`src/rtl/pe_array_pkg.sv`:
```
// Shared definitions for the PE array and its command sequencer.
package pe_array_pkg;

    // Command word width shared with pe_array.
    localparam int PE_COMMAND_WIDTH = 4;

    // Command value presented while no operation is being driven.
    localparam logic [PE_COMMAND_WIDTH-1:0] PE_CMD_NOP = 4'd0;

    // Shift-direction encodings understood by the array.
    typedef enum logic [1:0] {
        SHIFT_NORTH = 2'd0,
        SHIFT_EAST  = 2'd1,
        SHIFT_SOUTH = 2'd2,
        SHIFT_WEST  = 2'd3
    } shift_dir_e;

    // Sequencer control states.
    typedef enum logic [2:0] {
        SEQ_IDLE  = 3'd0,
        SEQ_FETCH = 3'd1,
        SEQ_ISSUE = 3'd2,
        SEQ_WAIT  = 3'd3,
        SEQ_ACK   = 3'd4,
        SEQ_DONE  = 3'd5
    } seq_state_e;

endpackage

```
`src/rtl/instr_fifo.sv`:
```
// Single-clock instruction FIFO. Pointers carry one extra wrap bit so that
// full and empty are told apart without an occupancy counter. The head entry
// is visible on pop_data whenever the FIFO is non-empty.
module instr_fifo #(
    parameter int WIDTH = 14,
    parameter int DEPTH = 8
) (
    input  logic             clk,
    input  logic             rst,
    input  logic             push,
    input  logic [WIDTH-1:0] push_data,
    output logic             full,
    input  logic             pop,
    output logic [WIDTH-1:0] pop_data,
    output logic             empty
);

    localparam int AW = $clog2(DEPTH);

    logic [WIDTH-1:0] mem_r [DEPTH];
    logic [AW:0]      wr_ptr_r;
    logic [AW:0]      rd_ptr_r;
    logic             push_en_s;
    logic             pop_en_s;

    assign full      = (wr_ptr_r[AW] != rd_ptr_r[AW]) &&
                       (wr_ptr_r[AW-1:0] == rd_ptr_r[AW-1:0]);
    assign empty     = (wr_ptr_r == rd_ptr_r);
    assign push_en_s = push && !full;
    assign pop_en_s  = pop && !empty;
    assign pop_data  = mem_r[rd_ptr_r[AW-1:0]];

    // Storage array; contents need no reset because the pointers define validity.
    always_ff @(posedge clk) begin
        if (push_en_s) begin
            mem_r[wr_ptr_r[AW-1:0]] <= push_data;
        end
    end

    // Read/write pointer update; reset flushes the FIFO.
    always_ff @(posedge clk) begin
        if (rst) begin
            wr_ptr_r <= '0;
            rd_ptr_r <= '0;
        end else begin
            if (push_en_s) begin
                wr_ptr_r <= wr_ptr_r + {{AW{1'b0}}, 1'b1};
            end
            if (pop_en_s) begin
                rd_ptr_r <= rd_ptr_r + {{AW{1'b0}}, 1'b1};
            end
        end
    end

endmodule

```
`src/rtl/array_sequencer.sv`:
```
// Command sequencer in front of pe_array: buffers host instructions and
// replays each one (repeat+1 times) over the ready/ack handshake.
module array_sequencer
    import pe_array_pkg::*;
#(
    parameter int                       COMMAND_WIDTH = PE_COMMAND_WIDTH,
    parameter int                       REPEAT_WIDTH  = 8,
    parameter int                       FIFO_DEPTH    = 8,
    parameter logic [COMMAND_WIDTH-1:0] CMD_NOP       = COMMAND_WIDTH'(PE_CMD_NOP)
) (
    input  logic                     CLK,
    input  logic                     RST,
    input  logic                     instr_valid,
    output logic                     instr_ready,
    input  logic [COMMAND_WIDTH-1:0] instr_command,
    input  logic [1:0]               instr_shift,
    input  logic [REPEAT_WIDTH-1:0]  instr_repeat,
    input  logic                     start,
    output logic                     busy,
    output logic                     done,
    input  logic                     array_ready,
    output logic                     array_ack,
    output logic [COMMAND_WIDTH-1:0] command_to_execute,
    output logic [1:0]               shift_direction,
    output logic [15:0]              ops_issued
);

    localparam int ENTRY_W = COMMAND_WIDTH + 2 + REPEAT_WIDTH;

    seq_state_e                 state_r;
    seq_state_e                 state_next_s;
    logic [COMMAND_WIDTH-1:0]   cur_cmd_r;
    logic [COMMAND_WIDTH-1:0]   cur_cmd_next_s;
    logic [1:0]                 cur_shift_r;
    logic [1:0]                 cur_shift_next_s;
    logic [REPEAT_WIDTH-1:0]    rep_cnt_r;
    logic [REPEAT_WIDTH-1:0]    rep_cnt_next_s;
    logic [15:0]                ops_r;
    logic [15:0]                ops_next_s;
    logic                       busy_r;
    logic                       done_r;
    logic                       ack_r;
    logic [COMMAND_WIDTH-1:0]   cmd_out_r;
    logic [COMMAND_WIDTH-1:0]   cmd_out_next_s;

    logic                       fifo_full_s;
    logic                       fifo_empty_s;
    logic                       fifo_pop_s;
    logic                       fifo_push_s;
    logic [ENTRY_W-1:0]         fifo_wr_data_s;
    logic [ENTRY_W-1:0]         fifo_rd_data_s;

    assign fifo_push_s    = instr_valid;
    assign fifo_wr_data_s = {instr_command, instr_shift, instr_repeat};

    instr_fifo #(
        .WIDTH (ENTRY_W),
        .DEPTH (FIFO_DEPTH)
    ) u_instr_fifo (
        .clk       (CLK),
        .rst       (RST),
        .push      (fifo_push_s),
        .push_data (fifo_wr_data_s),
        .full      (fifo_full_s),
        .pop       (fifo_pop_s),
        .pop_data  (fifo_rd_data_s),
        .empty     (fifo_empty_s)
    );

    // Next-state, datapath and next-output decode for the sequencer FSM.
    always_comb begin
        state_next_s     = state_r;
        cur_cmd_next_s   = cur_cmd_r;
        cur_shift_next_s = cur_shift_r;
        rep_cnt_next_s   = rep_cnt_r;
        fifo_pop_s       = 1'b0;
        case (state_r)
            SEQ_IDLE: begin
                if (start) begin
                    state_next_s = fifo_empty_s ? SEQ_DONE : SEQ_FETCH;
                end else begin
                    state_next_s = SEQ_IDLE;
                end
            end
            SEQ_FETCH: begin
                fifo_pop_s = 1'b1;
                {cur_cmd_next_s, cur_shift_next_s, rep_cnt_next_s} = fifo_rd_data_s;
                state_next_s = SEQ_ISSUE;
            end
            SEQ_ISSUE: begin
                // The array's ready is deliberately not looked at here.
                state_next_s = SEQ_WAIT;
            end
            SEQ_WAIT: begin
                if (array_ready) begin
                    state_next_s = SEQ_ACK;
                end else begin
                    state_next_s = SEQ_WAIT;
                end
            end
            SEQ_ACK: begin
                if (rep_cnt_r != {REPEAT_WIDTH{1'b0}}) begin
                    rep_cnt_next_s = rep_cnt_r - {{(REPEAT_WIDTH-1){1'b0}}, 1'b1};
                    state_next_s   = SEQ_ISSUE;
                end else if (!fifo_empty_s) begin
                    state_next_s = SEQ_FETCH;
                end else begin
                    state_next_s = SEQ_DONE;
                end
            end
            SEQ_DONE: begin
                state_next_s = SEQ_IDLE;
            end
            default: begin
                state_next_s = SEQ_IDLE;
            end
        endcase

        if (state_next_s == SEQ_ACK) begin
            ops_next_s = ops_r + 16'd1;
        end else begin
            ops_next_s = ops_r;
        end

        if ((state_next_s == SEQ_ISSUE) || (state_next_s == SEQ_WAIT)) begin
            cmd_out_next_s = cur_cmd_next_s;
        end else begin
            cmd_out_next_s = CMD_NOP;
        end
    end

    // State, working registers and registered outputs; outputs are loaded
    // from the next-state decode so they line up with the state they describe.
    always_ff @(posedge CLK) begin
        if (RST) begin
            state_r     <= SEQ_IDLE;
            cur_cmd_r   <= CMD_NOP;
            cur_shift_r <= 2'd0;
            rep_cnt_r   <= {REPEAT_WIDTH{1'b0}};
            ops_r       <= 16'd0;
            busy_r      <= 1'b0;
            done_r      <= 1'b0;
            ack_r       <= 1'b0;
            cmd_out_r   <= CMD_NOP;
        end else begin
            state_r     <= state_next_s;
            cur_cmd_r   <= cur_cmd_next_s;
            cur_shift_r <= cur_shift_next_s;
            rep_cnt_r   <= rep_cnt_next_s;
            ops_r       <= ops_next_s;
            busy_r      <= (state_next_s != SEQ_IDLE);
            done_r      <= (state_next_s == SEQ_DONE);
            ack_r       <= (state_next_s == SEQ_ACK);
            cmd_out_r   <= cmd_out_next_s;
        end
    end

    assign instr_ready        = !fifo_full_s;
    assign busy               = busy_r;
    assign done               = done_r;
    assign array_ack          = ack_r;
    assign command_to_execute = cmd_out_r;
    // cur_shift only changes at a fetch, so the last direction is held between operations.
    assign shift_direction    = cur_shift_r;
    assign ops_issued         = ops_r;

endmodule

```
`config.mk`:
```
export PLATFORM = sky130hd
export DESIGN_NAME = array_sequencer
export DESIGN_NICKNAME = d
export VERILOG_FILES = /design/src/rtl/pe_array_pkg.sv /design/src/rtl/instr_fifo.sv /design/src/rtl/array_sequencer.sv
export SDC_FILE = /design/constraint.sdc
export NUM_CORES = 1
export LEC_CHECK = 0
export CAP_MARGIN = 20
export CORE_AREA = 2 2 84 167
export CTS_CLUSTER_SIZE = 12
export DETAILED_ROUTE_END_ITERATION = 10
export DIE_AREA = 0 0 86 169
export HOLD_SLACK_MARGIN = 0.12
export PLACE_DENSITY = 0.69
export SLEW_MARGIN = 30
export SYNTH_ARGS = -nofsm -noshare
export SYNTH_HDL_FRONTEND = slang
export SYNTH_SLANG_ARGS = --single-unit
```
`constraint.sdc`:
```
create_clock -name CLK -period 3 [get_ports CLK]
set_input_delay 0.6 -clock CLK [delete_from_list [all_inputs] [get_ports CLK]]
set_output_delay 0.6 -clock CLK [all_outputs]
set_load 0.02 [all_outputs]
```
==> results by group, run 1 <==
Status
  • Status: completed

Global routing
  • Global Route Usage Sum: 0.184
  • First-pass GRT wire length: 19.8 mm
  • Vias in the first global route: 3822
  • Largest net degree at the start of global routing: 22
  • Gr ovfl total: 0
  • Initial antenna violation count: 0

STA
  • Relative slew slack: 0.562
  • Final Hold Viols: 0
  • Setup total negative slack: 0 ns
  • Final period util: 0.868
  • WHS: 0.471 ns
  • Achievable Freq: 384 MHz
  • Slew at the pin closest to its max-slew limit: 0.656 ns
  • Worst clock skew: 0.0111 ns
  • Post-layout min period: 2.60 ns
  • RSZ-0062 raised after global routing: false
  • Max Slew Vio Count: 0
  • Setup-failing EPs final: 0

Floorplan
  • CORE AREA: 13300 sq um
  • Die width: 86 microns
  • Initial Utilization: 0.493
  • Row cnt: 60
  • Die span in y: 169 microns
  • Ports: 45
  • Die area: 14500 sq um

Synth
  • Leading area contributor after synthesis: edfxtp_1
  • Synth top area share: 0.514
  • Synth Instances: 458
  • Syn_nets: 482
  • Top FF cell, synth: edfxtp_1
  • Post-Syn Area: 6550 sq um
  • Register area share after synthesis: 0.670
  • Syn Area/Cell: 14.3 sq um
  • Yosys warns: 0
  • Fraction of registers with async set/reset: 0
  • Post-synth EDFFs: 112
  • Synth unique cells: 52
  • Post-synthesis register bit count: 163
  • Synth area leaders: edfxtp_1 (51%), dfxtp_1 (16%), mux4_2 (6.2%)

Routing
  • Routed Antenna Nets: 0
  • DR pass1 iterations: 7
  • Via count: 3808
  • Starting DRC count in detailed routing: 311
  • Remaining DRCs: 0
  • WL/cell: 18.1 microns
  • Via density per instance: 5.55
  • Total wire length: 12.4 mm

Place
  • Port Buffers: 44
  • RePlAce Congestion: 0.791
  • Post-DP HPWL: 8.53 mm

Setup path
  • CP Depth: 3
  • Worst-path fanout max: 9
  • CP Data Required Time: 2.40 ns
  • Kind of end point of the critical path: output pin
  • Worst path slowest cell: clkdlybuf4s50_1
  • WS Path Type: reg -> out
  • Worst reg-to-reg path cell count: 6
  • Crit path cell chain: xnor2_1, nand4_1, clkdlybuf4s50_1
  • Worst EP arrival: 2.00 ns
  • Startpoint types: flip-flop
  • CP top delay family: buffers and inverters
  • CP peak stage delay: 0.58 ns
  • CP Buf/Inv Count: 1

Cells and area
  • Area Growth Syn to Fin: 19.2%
  • Nets: 542
  • Post-layout util: 0.587
  • Share of cells above drive strength 1: 0.185
  • N_diodes: 0
  • Fillers: 1050

Clock tree
  • Max clock buf depth: 2
  • H-tree depth: 4
  • Cts hold-fix bufs: 0
  • Clock latency on the worst-skew pair: 0.42 ns
  • Root Driver: clkbuf_16
  • Post-CTS Resized: 0
  • CTS Buf Count: 17
  • Clk slew on worst S/H paths: 0.07 ns
  • Setup bufs post-CTS: 0
  • Clock sink count: 163
  • CTS tree: done

Hold path
  • Worst min path class: reg -> reg
  • Hold Crit Depth: 2

Flow run
  • Max cap viols: 0

Pwr
  • LEAKAGE: 2.58 nW
  • PwrDens: 764 nW/um^2
  • Worst vdd ir: 0.000603 V
==> cells in the mapped netlist (all sizes together), types with 10 or more instances <==
master and instances:
edfxtp 112, nor2 55, dfxtp 51, mux2 19, nand2 19, mux4 18
nor3 17, a21oi 16, buf 15, o22ai 14, xnor2 13, mux2i 12
inv 10, xor2 10
==> final timing paths <==
path	startpoint	to	slack, ns
min	rep_cnt_r[1]$_SDFFE_PP0P_	rep_cnt_r[1]$_SDFFE_PP0P_	0.47
max reg2reg	flip-flop	cur_cmd_r[2]$_SDFF_PP0_	0.85
min reg2reg	rep_cnt_r[1]$_SDFFE_PP0P_	rep_cnt_r[1]$_SDFFE_PP0P_	0.47
max	u_instr_fifo.wr_ptr_r[0]$_SDFFE_PP0P_	instr_ready	0.40
==> sequential cells by signal, summed over array words and instances (netlist names), named ones only <==
signal                 flops
u_instr_fifo.rd_ptr_r      4
busy                       1
cur_cmd_r                  4
state_r                    3
array_ack                  1
shift_direction            2
done                       1
u_instr_fifo.wr_ptr_r      4
command_to_execute         4
rep_cnt_r                  8
u_instr_fifo.mem_r       112
ops_issued                16
==> layout make-up <==
class	count	area [sq um]	area share
Sequential cell	163	4380	0.562
Multi-Input combinational cell	263	2010	0.258
Timing Repair Buffer	63	583	0.0748
Clock buffer	18	429	0.0550
Tap cell	155	194	0.0249
Clock inverter	14	159	0.0204
Inverter	10	37.5	0.00481
==> per-stage QoR <==
stage               total power, mW  worst slack [ns]  instance area [sq um]  std cells
finish                         5.96             0.395                   7800        686
global route                   6.24             0.299                   7800        686
CTS                            6.02             0.370                   7800        686
detailed placement             3.88             0.665                   7210        654
global placement               3.87             0.685                   7210        654
floorplan                      3.58             0.308                   6550        458
==> placed cells by master (no fill, tap or decap), types with 8 or more instances in the layout <==
master             n
edfxtp_1         112
nor2_1            54
dfxtp_1           51
clkdlybuf4s50_1   44
nand2_1           19
mux2_2            19
buf_4             19
mux4_2            18
clkbuf_16         17
a21oi_1           15
nor3_1            15
o22ai_1           14
xnor2_1           13
mux2i_1           12
inv_1             10
xor2_1            10
o21ai_0            8
==> per-layer routing <==
| layer | vias up | track usage | share of wire |
|---|---|---|---|
| li1 | 1859 | - | - |
| met1 | 1853 | 0.248 | 0.43 |
| met2 | 79 | 0.290 | 0.50 |
| met3 | 17 | 0.0429 | 0.047 |
| met4 | 0 | 0.0683 | 0.020 |
| met5 | - | 0 | 0 |
==> worst register-to-register path, delay by kind of cell, from the launching register on <==
kind / cells / cell delay, ns
and+or+nand+nor: 2 / 0.14
AOI/OAI and AO/OA: 1 / 0.18
buffers and inverters: 1 / 0.32
muxes: 2 / 0.64
DFF: 1 / 0.74
==> power by group <==
part,total (mW),switching [mW],internal [mW]
sequential,2.69,0.127,2.57
combinational,1.15,0.656,0.492
clock,2.12,0.933,1.19
total,5.96,1.72,4.25
==> logic make-up after synthesis <==
family	share of synthesized area
muxes	0.113
adders and majority gates	0.00956
DFF	0.670
AOI/OAI and AO/OA	0.0537
buffers and inverters	0.0243
and+or+nand+nor	0.0990
xor gates and xnor gates	0.0308
(Power assumes the default switching activity.)
==> run 2, diff against run 1 <==
- ABC_AREA: default -> 1
- CORE_AREA: 2 2 84 167 -> 2 2 108 136
- DIE_AREA: 0 0 86 169 -> 0 0 110 138
- PLACE_DENSITY: 0.69 -> 0.68
- SKIP_CTS_REPAIR_TIMING: default -> 1
==> results by group, run 2 <==
Status
  • Status: completed

STA
  • RSZ-0062 raised after global routing: false
  • Worst clock skew: 0.00788 ns
  • Setup-failing EPs final: 0
  • Max Slew Vio Count: 0
  • Relative slew slack: 0.428
  • Achievable Freq: 404 MHz
  • Slew at the pin closest to its max-slew limit: 0.857 ns
  • Final Hold Viols: 0
  • Post-layout min period: 2.48 ns
  • Final period util: 0.826
  • Setup total negative slack: 0 ns

Routing
  • WL/cell: 15.3 microns
  • Total wire length: 14.2 mm
  • Via density per instance: 5.33
  • Starting DRC count in detailed routing: 413
  • Remaining DRCs: 0
  • Via count: 4942
  • DR pass1 iterations: 5
  • Routed Antenna Nets: 0

Floorplan
  • Die span in y: 138 microns
  • Ports: 45
  • CORE AREA: 14000 sq um
  • Die area: 15200 sq um
  • Die width: 110 microns
  • Initial Utilization: 0.485
  • Row cnt: 49

Synth
  • Synth Area in Adders: 0.00918
  • Synth Instances: 688
  • Post-synthesis mux area share: 0
  • Largest family of logic cells by synthesized area: simple AND/OR/NAND/NOR gates
  • Register area share after synthesis: 0.643
  • Post-Syn Area: 6820 sq um
  • Yosys warns: 0
  • Top-count cell post-synth: nor2_1
  • Synth area leaders: edfxtp_1 (49%), dfxtp_1 (15%), nor2_1 (7.8%)
  • Leading area contributor after synthesis: edfxtp_1
  • Post-synthesis register bit count: 163
  • Fraction of registers with async set/reset: 0
  • Post-synth EDFFs: 112
  • Syn_nets: 712
  • Synth top area share: 0.493
  • Commonest cells in the netlist: nor2_1 (141), edfxtp_1 (112), nand2_1 (103), nand3_1 (55)
  • Synthesized-area fraction occupied by and/or/nand/nor cells: 0.199
  • Synth unique cells: 32
  • Xor/xnor share of the synthesized area: 0.0129
  • Top FF cell, synth: edfxtp_1
  • Compound-Gate Fraction of Synth Area: 0.0903
  • Syn Area/Cell: 9.91 sq um

Pwr
  • Part of the power in registers: 0.429
  • Worst vdd ir: 0.000414 V
  • Sw Pwr: 1.95 mW
  • Clock power share: 0.348
  • Sw frac: 0.312
  • Internal power: 4.29 mW
  • LEAKAGE: 2.91 nW
  • PwrDens: 775 nW/um^2
  • Combinational Power Share: 0.223

Global routing
  • Gr ovfl total: 0
  • Vias in the first global route: 4705
  • Largest net degree at the start of global routing: 59
  • Initial antenna violation count: 0
  • First-pass GRT wire length: 22.8 mm
  • Global Route Usage Sum: 0.195

Setup path
  • Worst reg-to-reg path cell count: 7
  • WS Path Type: reg -> out
  • Crit path cell chain: xnor2_1, nand4_2, clkdlybuf4s50_1
  • CP Data Required Time: 2.40 ns
  • Worst path slowest cell: clkdlybuf4s50_1
  • Worst EP arrival: 1.88 ns
  • CP peak stage delay: 0.60 ns
  • Kind of end point of the critical path: output pin
  • Worst-path fanout max: 7
  • Startpoint types: flip-flop

Clock tree
  • CTS Buf Count: 17
  • Max clock buf depth: 2
  • Root Driver: clkbuf_16
  • CTS tree: done
  • Clk slew on worst S/H paths: 0.07 ns
  • Clock sink count: 163
  • Clock latency on the worst-skew pair: 0.42 ns
  • H-tree depth: 4

Cells and area
  • Commonest cells after routing, fill and taps aside: nor2_1 (141), edfxtp_1 (112), nand2_1 (103), nand3_1 (55), o21ai_0 (51)
  • N_diodes: 0
  • Nets: 761
  • Share of cells above drive strength 1: 0.0813
  • Post-layout util: 0.573
  • Layout Cells excl Fill: 928
  • Area Growth Syn to Fin: 18.1%
  • Most common cell after layout, fill and taps aside: nor2_1
  • Max reg flops: 112

Place
  • Placed insts: 896
  • RePlAce Congestion: 0.825
  • Port Buffers: 44
  • Post-DP HPWL: 9.55 mm

Hold path
  • Worst min path class: reg -> reg
  • Hold Crit Depth: 2

Flow run
  • Max cap viols: 0
-- run 2: changes by cell type after synthesis, moves of 18 or more --
cell and change:
nor2_1 +87, nand2_1 +84, nand3_1 +49, o21ai_0 +43, inv_1 +31, a21oi_1 +19, mux2_2 -19, mux4_2 -18
-- run 2: final cells by class --
cell class                 count  area (sq um)
inverter                      45           169
tap                          178           223
timing repair buffer          58           546
multi-input combinational    452          2120
clock inverter                15           174
fill                        1180          5990
sequential                   163          4390
clock buffer                  17           425
-- run 2: worst max-delay path: cells and delay by family (launching register included) --
family | cells | cell delay, ns
XOR/XNOR | 1 | 0.19
buffers and inverters | 1 | 0.60
flip-flops | 1 | 0.44
AND/OR/NAND/NOR | 1 | 0.23
-- run 2: final timing paths --
path / slack [ns] / to / start
max: 0.52 / instr_ready / u_instr_fifo.wr_ptr_r[0]$_SDFFE_PP0P_
min: 0.48 / cur_cmd_r[3]$_SDFF_PP0_ / cur_cmd_r[3]$_SDFF_PP0_
max reg2reg: 1.19 / rep_cnt_r[5]$_SDFFE_PP0P_ / flip-flop
min reg2reg: 0.48 / cur_cmd_r[3]$_SDFF_PP0_ / cur_cmd_r[3]$_SDFF_PP0_
-- run 2: cell families after synthesis --
logic type / Yosys count
compound gates: 115
flops: 163
buf+inv: 73
xor+xnor: 10
fa+ha+maj: 5
simple gates: 322
-- run 2: per-stage QoR --
stage	setup WS [ns]	cell area (sq um)	power, mW	hold slack [ns]
global placement	0.836	7450	4.07	0.459
finish	0.522	8050	6.24	0.476
floorplan	0.593	6820	3.74	0.452
global route	0.420	8050	6.58	0.510
detailed placement	0.827	7450	4.10	0.466
CTS	0.514	8050	6.26	0.477
-- run 2: power by group through the flow --
stage,clock [mW],combinational (mW),sequential [mW]
4_1_cts,2.20,1.39,2.67
6_report,2.17,1.39,2.68
3_5_place_dp,0,1.38,2.72
3_3_place_gp,0,1.35,2.72
5_1_grt,2.29,1.59,2.69
2_1_floorplan,0,1.01,2.73
-- run 2: layer usage --
metal / wire length (microns) / vias up / global-route usage / share of wire
li1: - / 2442 / - / -
met1: 6400 / 2359 / 0.254 / 0.45
met2: 7080 / 127 / 0.324 / 0.50
met3: 568 / 14 / 0.0420 / 0.040
met4: 163 / 0 / 0.0566 / 0.011
met5: 0 / - / 0 / 0
